==> src/rtl/passcode_entry.sv <==
// Keypad front-end: gathers BCD digits and issues verify/change requests.
// Optional macro PASSCODE_SHORT_ENTRY_EN accepts entries shorter than DIGITS.
module passcode_entry #(
  parameter int DIGITS         = 4,
  parameter int TIMEOUT_CYCLES = 1000000,
  parameter int CNT_W          = 20
) (
  input  logic                  clk,
  input  logic                  rst,
  input  logic [3:0]            _Key_Code,
  input  logic                  _Key_Valid,
  input  logic [2:0]            _Status_Frame,
  output logic [4*DIGITS-1:0]   _Data_Out,
  output logic                  _Data_Out_Load,
  output logic [1:0]            _Request,
  output logic [2:0]            _Digit_Count,
  output logic                  _Entry_Error
);

  localparam int DW = 4 * DIGITS;
  localparam logic [CNT_W-1:0] T_LAST = CNT_W'(TIMEOUT_CYCLES - 1);

  typedef enum logic [1:0] {
    S_IDLE,
    S_COLLECT,
    S_ISSUE,
    S_WAIT
  } state_t;

  state_t           state, state_n;
  logic [DW-1:0]    sreg, sreg_n;
  logic [DW-1:0]    dout_n;
  logic [2:0]       cnt, cnt_n;
  logic [CNT_W-1:0] tmr, tmr_n;
  logic [1:0]       req_n;
  logic             load_n;
  logic             err_n;

  logic is_digit;
  logic is_clear;
  logic is_go;
  logic key_ok;
  logic full;
  logic go_ok;

  assign is_digit = _Key_Valid && (_Key_Code <= 4'h9);
  assign is_clear = _Key_Valid && (_Key_Code == 4'hA);
  assign is_go    = _Key_Valid &&
                    ((_Key_Code == 4'hB) || (_Key_Code == 4'hC));
  assign key_ok   = is_digit || is_clear || is_go;
  assign full     = (cnt == 3'(DIGITS));

`ifdef PASSCODE_SHORT_ENTRY_EN
  assign go_ok = (cnt != 3'd0);
`else
  assign go_ok = full;
`endif

  assign _Digit_Count = cnt;

  always_comb begin
    state_n = state;
    sreg_n  = sreg;
    cnt_n   = cnt;
    tmr_n   = tmr;
    dout_n  = _Data_Out;
    req_n   = _Request;
    load_n  = 1'b0;
    err_n   = 1'b0;
    unique case (state)
      S_IDLE, S_COLLECT: begin
        if (key_ok) begin
          tmr_n = '0;
          unique case (1'b1)
            is_digit: begin
              if (!full) begin
                sreg_n  = {sreg[DW-5:0], _Key_Code};
                cnt_n   = cnt + 3'd1;
                state_n = S_COLLECT;
              end else begin
                err_n = 1'b1;
              end
            end
            is_clear: begin
              sreg_n  = '0;
              cnt_n   = '0;
              state_n = S_IDLE;
            end
            is_go: begin
              if (go_ok) begin
                state_n = S_ISSUE;
                dout_n  = sreg;
                req_n   = (_Key_Code == 4'hB) ? 2'b01 : 2'b10;
                load_n  = 1'b1;
              end else begin
                err_n = 1'b1;
              end
            end
            default: ;
          endcase
        end else if (state == S_COLLECT) begin
          // stale partial entry is dropped silently
          if (tmr == T_LAST) begin
            sreg_n  = '0;
            cnt_n   = '0;
            tmr_n   = '0;
            state_n = S_IDLE;
          end else begin
            tmr_n = tmr + CNT_W'(1);
          end
        end else begin
          tmr_n = '0;
        end
      end
      S_ISSUE: begin
        state_n = S_WAIT;
        tmr_n   = '0;
      end
      S_WAIT: begin
        if ((_Status_Frame != 3'b000) || (tmr == T_LAST)) begin
          state_n = S_IDLE;
          sreg_n  = '0;
          cnt_n   = '0;
          tmr_n   = '0;
          dout_n  = '0;
          req_n   = 2'b00;
          err_n   = (_Status_Frame == 3'b000);
        end else begin
          tmr_n = tmr + CNT_W'(1);
        end
      end
    endcase
  end

  always_ff @(posedge clk) begin
    if (!rst) begin
      state          <= S_IDLE;
      sreg           <= '0;
      cnt            <= '0;
      tmr            <= '0;
      _Data_Out      <= '0;
      _Request       <= 2'b00;
      _Data_Out_Load <= 1'b0;
      _Entry_Error   <= 1'b0;
    end else begin
      state          <= state_n;
      sreg           <= sreg_n;
      cnt            <= cnt_n;
      tmr            <= tmr_n;
      _Data_Out      <= dout_n;
      _Request       <= req_n;
      _Data_Out_Load <= load_n;
      _Entry_Error   <= err_n;
    end
  end

endmodule

==> config.mk <==
export PLATFORM = sky130hd
export DESIGN_NAME = passcode_entry
export DESIGN_NICKNAME = d
export VERILOG_FILES = /design/src/rtl/passcode_entry.sv
export SDC_FILE = /design/constraint.sdc
export NUM_CORES = 1
export LEC_CHECK = 0
export BUFFER_PORTS_ARGS = -buffer_cell sky130_fd_sc_hd__buf_2
export CORE_UTILIZATION = 30
export CTS_BUF_LIST = sky130_fd_sc_hd__clkbuf_16
export DETAILED_ROUTE_END_ITERATION = 12
export PLACE_DENSITY = 0.55
export SETUP_SLACK_MARGIN = 0.15
export SYNTH_ARGS = -nofsm -noshare
export SYNTH_HDL_FRONTEND = slang
export SYNTH_SLANG_ARGS = --single-unit
==> constraint.sdc <==
create_clock -name clk -period 3.15 [get_ports clk]
set_clock_uncertainty 0.05 [all_clocks]
set_input_delay 0.1575 -clock clk [delete_from_list [all_inputs] [get_ports clk]]
set_output_delay 0.1575 -clock clk [all_outputs]
set_load 0.01 [all_outputs]
# Word level (Yosys, flattened, before mapping)
# Cells that the tools add are included.
# Widths: inputs -> output; s select.
[classes] addsub=2 order_cmp=1 eq_ne=18 mux=42 reduce_logical=16
[op_table] operator="$mux 16" n=8
[op_table] operator="$pmux 16 s2" n=3
[op_table] operator="$mux 20" n=4
[op_table] operator="$pmux 20 s3" n=1
[op_table] operator="$add 20x1->20 const B" n=1
[op_table] operator="$eq 20x20->1 const B" n=1
[op_table] operator="$mux 2" n=10
[op_table] operator="$mux 3" n=5
[op_table] operator="$eq 4x4->1 const B" n=3
[op_table] operator="$ne 4x4->1 const B" n=3
[op_table] operator="$pmux 2 s3" n=2
[op_table] operator="$pmux 3 s2" n=2
[op_table] operator="$reduce_and 6->1" n=2
[op_table] operator="$ne 2x2->1 const B" n=4
[op_table] operator="$ne 3x3->1 const B" n=2
[op_table] operator="$ne 5x5->1 const B" n=1
[op_table] operator="$reduce_and 5->1" n=1
[op_table] operator="$eq 2x2->1 const B" n=2
[op_table] operator="$le 4x4->1 const B" n=1
[op_table] operator="$logic_or 1x1->1" n=4
[op_table] operator="$mux 1" n=4
[op_table] operator="$pmux 1 s2" n=2
[op_table] operator="$pmux 2 s2" n=1
[op_table] operator="$reduce_and 4->1" n=1
[op_table] operator="9 further kinds" n=11
[totals] register_bits=61 out_inout_bits=23 elab_cells=87

# Logic depth before layout (Yosys ltp)
[logic_depth] word_depth=6 ltp_mapped=9 depth_no_buf=7

# Worst setup path after synthesis
# No wires, ideal clock.
[synth_path] kind="register to register" startpoint="reg tmr[6]" endpoint="reg _Request[0]" setup_ns=0.072 arrival_ns=1.977 path_slack_ns=1.051 stages_incl_launch_ff=8 n_path_buf=2 period_less_slack_ns=2.099 path_cell_list="dfxtp_1 -> or4_4 -> nor4_4 -> a31o_2 -> o21a_1 -> buf_6 -> buf_8 -> mux2i_1"
[synth_via] elab_chain_cells=4
[synth_lines] item="start, declared" line="34" rtl="logic [CNT_W-1:0] tmr, tmr_n;"
[synth_lines] item="start signal, assigned" line="149" rtl="tmr <= tmr_n;"
[synth_lines] item="$eq 20x20->1" line="120" rtl="if ((_Status_Frame != 3'b000) || (tmr == T_LAST)) begin"
[synth_lines] item="$logic_or 1x1->1" line="120"
[synth_lines] item="$ne 2x2->1 (no line)"
[synth_lines] item="$reduce_and 5->1 (no line)"
[synth_lines] item="end signal, assigned" line="151" rtl="_Request <= req_n;"
[synth_lines] item="end, declared" line="15" rtl="output logic [1:0] _Request,"
# Every way passes these cells.
# A chain may end at the register's enable or synchronous reset.

# Worst setup path in the final report
[layout_path] startpoint="reg tmr[6]" endpoint="reg tmr[5]"
[layout_via] elab_chain_cells=5
[layout_lines] item="$eq 20x20->1 (*)" line="103, 120"
[layout_lines] item="$mux 20" line="103" rtl="if (tmr == T_LAST) begin"
[layout_lines] item="$mux 20" line="101" rtl="end else if (state == S_COLLECT) begin"
[layout_lines] item="$mux 20" line="72" rtl="if (key_ok) begin"
[layout_lines] item="$pmux 20 s3 (*)" line="70" rtl="unique case (state)"
# Mark *: on every way between the ends. The rest lies on a longest branch, timed or not.

==> qor.yml <==
status: "complete, but fails checks"
violations: "design-rule violations"
postRouteAntennaNets: 0
leakage_nw: 1.24
required_ps: 3280
dr.pass1.iters: 8
syn-instance-count: 313
grt_overflow: 0
final_common_cell: "nand2_1"
path_max_fanout: 20
postCtsSetupBuffers: 0
end_kind: "flip-flop"
grt_max_degree: 29
r2r_slack_ps: 860
synth_edf_count: 0
power_density_mw_per_mm2: 549
drtIter0Drc: 68
rows: 34
drive_gt1_share_pct: 17.4
synth_cell_types: 41
yosysSeqAreaShare_pct: 44.2
die_h_um: 97.9
routed-wl-met2_mm: 2.80
hold_class: "in -> reg"
slew_headroom_pct: 41.3
tritoncts: "built"
fin_area_sq_mm: 0.00328
min_period_over_period_pct: 72.7
critPathTopFamily: "simple AND/OR/NAND/NOR gates"
dpl.hpwl_mm: 4.08
worstPathArrival_ps: 2420
timing.setup.tns_ps: 0
dpl-instance-area_sq_mm: 0.00300
avgSynthCellArea_sq_um: 8.82
grt_pass1_wl_mm: 10.1
viasPerCell: 4.74
r2r-start: "tmr[6]$_SDFF_PN0_"
clk_pin_slew_worst_paths_ps: 50
cp_num_buf_inv: 0
synthArstFlopShare_pct: 0
ctsHtreeMaxLevel: 3
ctsResizeCount: 0
max_stage_delay_ps: 640
clock.fmax_mhz: 437
start_kind: "flip-flop"
hold_path.startpoint: "_Key_Code[1]"
min_to: "sreg[1]$_SDFFE_PN0P_"
core-area_sq_mm: 0.00881
ys_ff_latch: 61
cts_hold_buf: 0
drc: 2
dieArea_sq_mm: 0.00959
grt_usage_pct: 13.3
vias: 2176
fin_crit_ps: 2290
worstMarginPinSlew_ps: 878
finalHoldViolCount: 0
drv_slew: 0
p_total_mw: 1.80
fill_cells: 927
syn_nets: 326
topRoutingLayerUsed: "met4"
wl_met1_mm: 2.70
die_w_um: 97.9
nNetsFinal: 360
insertedDiodeCount: 0
initial_core_util_pct: 31.4
rsz0062_at_grt: "no"
critPathSlowestCell: "nand4_1"
route.met3.wl_um: 192
holdPathStages: 3
clock-root-buffer: "clkbuf_16"
yosys_warnings: 0
first_global_vias: 2140
setup_violations: 0
ys.flop_type: "dfxtp_1"
cts_sinks: 61
areaGrowthSynthToFinish_pct: 18.8
clkLatencyLatePin_ps: 330
wl_mm: 5.79
port_buffers: 32
cts-buffers-inserted: 9
ir_drop_uv: 326
clk_path_buf_depth: 2
synth_area_sq_mm: 0.00276
pin_count: 33
place_congestion: 0.757
cap_viol_max_count: 0
path_class: "reg -> reg"
grt_antenna_before_repair: 0
crit_chain: "or4_4 -> nor4_4 -> nand2_1 -> nand4_1 -> nor2_1"
reg2regPathDepth: 5
most-common-layout-cells: "nand2_1 (82), dfxtp_1 (61), mux2i_1 (36), buf_2 (32), nor2_1 (25)"
r2r_end: "tmr[5]$_SDFF_PN0_"
wl_per_cell_um: 12.6
## layout make-up
cell class | instances | area, sq um | share of cell area (%)
flip-flops and latches | 61 | 1220 | 37.2
clock buffers | 9 | 225 | 6.87
inverters | 7 | 26.3 | 0.801
multi-input cells | 231 | 1420 | 43.3
clock inverters | 6 | 55.1 | 1.68
well taps | 108 | 135 | 4.12
repair buffers | 37 | 198 | 6.03
## cells by family after synthesis
| kind of cell | synth area share (%) |
|---|---|
| adder cells (fa/ha/maj) | 1.36 |
| AO/OA/AOI/OAI | 5.07 |
| multiplexers | 13.5 |
| XOR/XNOR | 6.03 |
| buffers and inverters | 4.40 |
| AND/OR/NAND/NOR | 25.5 |
| flip-flops | 44.2 |
## Yosys cell counts, types with 2 or more instances
master	count	area [sq um]
inv_1	7	26.3
clkbuf_1	10	37.5
nand2_1	82	308
buf_6	2	22.5
xnor2_1	11	96.3
nor3_1	8	40.0
nand2b_1	3	18.8
nor2_1	25	93.8
mux2i_1	36	360
ha_1	3	37.5
a21oi_1	5	25.0
o21ai_0	2	10.0
dfxtp_1	61	1220
a31o_2	2	17.5
xor2_1	8	70.1
nand3_1	9	45.0
and4_1	3	26.3
nand4_1	6	37.5
a211oi_1	3	22.5
o21a_1	3	22.5
and3_1	4	25.0
## worst reg2reg max path: cells and delay by family (launching register included)
kind          cells  cell delay, ps
flops             1             340
simple gates      5            1760
## registers in the layout, indices dropped and copies added (netlist names)
name and count:
sreg 16, state 2, _Data_Out 16, _Data_Out_Load 1
_Digit_Count 3, _Request 2, _Entry_Error 1, tmr 20
## where the power goes
group | internal, mW | switching [mW] | total [mW]
Clock | 0.599 | 0.329 | 0.928
Sequential | 0.779 | 0.00575 | 0.785
Combinational | 0.0334 | 0.0547 | 0.0881
Total | 1.41 | 0.389 | 1.80
## how the worst max path moves through the flow
stage / end / cells past startpoint / slack (ps) / from
after floorplan: _Request[0]$_SDFFE_PN0P_ / 7 / 1050 / tmr[6]$_SDFF_PN0_
after global placement: tmr[17]$_SDFF_PN0_ / 5 / 920 / tmr[6]$_SDFF_PN0_
after detailed placement: tmr[6]$_SDFF_PN0_ / 5 / 840 / tmr[6]$_SDFF_PN0_
after CTS: tmr[6]$_SDFF_PN0_ / 5 / 830 / tmr[6]$_SDFF_PN0_
after global routing: tmr[6]$_SDFF_PN0_ / 5 / 650 / tmr[6]$_SDFF_PN0_
final: tmr[5]$_SDFF_PN0_ / 5 / 860 / tmr[6]$_SDFF_PN0_
## metrics by stage
step	utilization, %	setup WS, ps	hold WS [ps]	cells
2_1_floorplan	-	1050	246	313
3_3_place_gp	34.1	925	373	444
3_5_place_dp	34.1	844	381	444
4_1_cts	37.2	825	71.3	459
5_1_grt	37.2	648	94.9	459
6_report	37.2	859	79.8	459
## metal layers
metal,up-vias,global-route usage [%]
li1,1124,-
met1,1011,15.7
met2,31,22.4
met3,10,4.37
met4,0,4.90
met5,-,0
No activity file was read; power rests on OpenSTA's default activity.
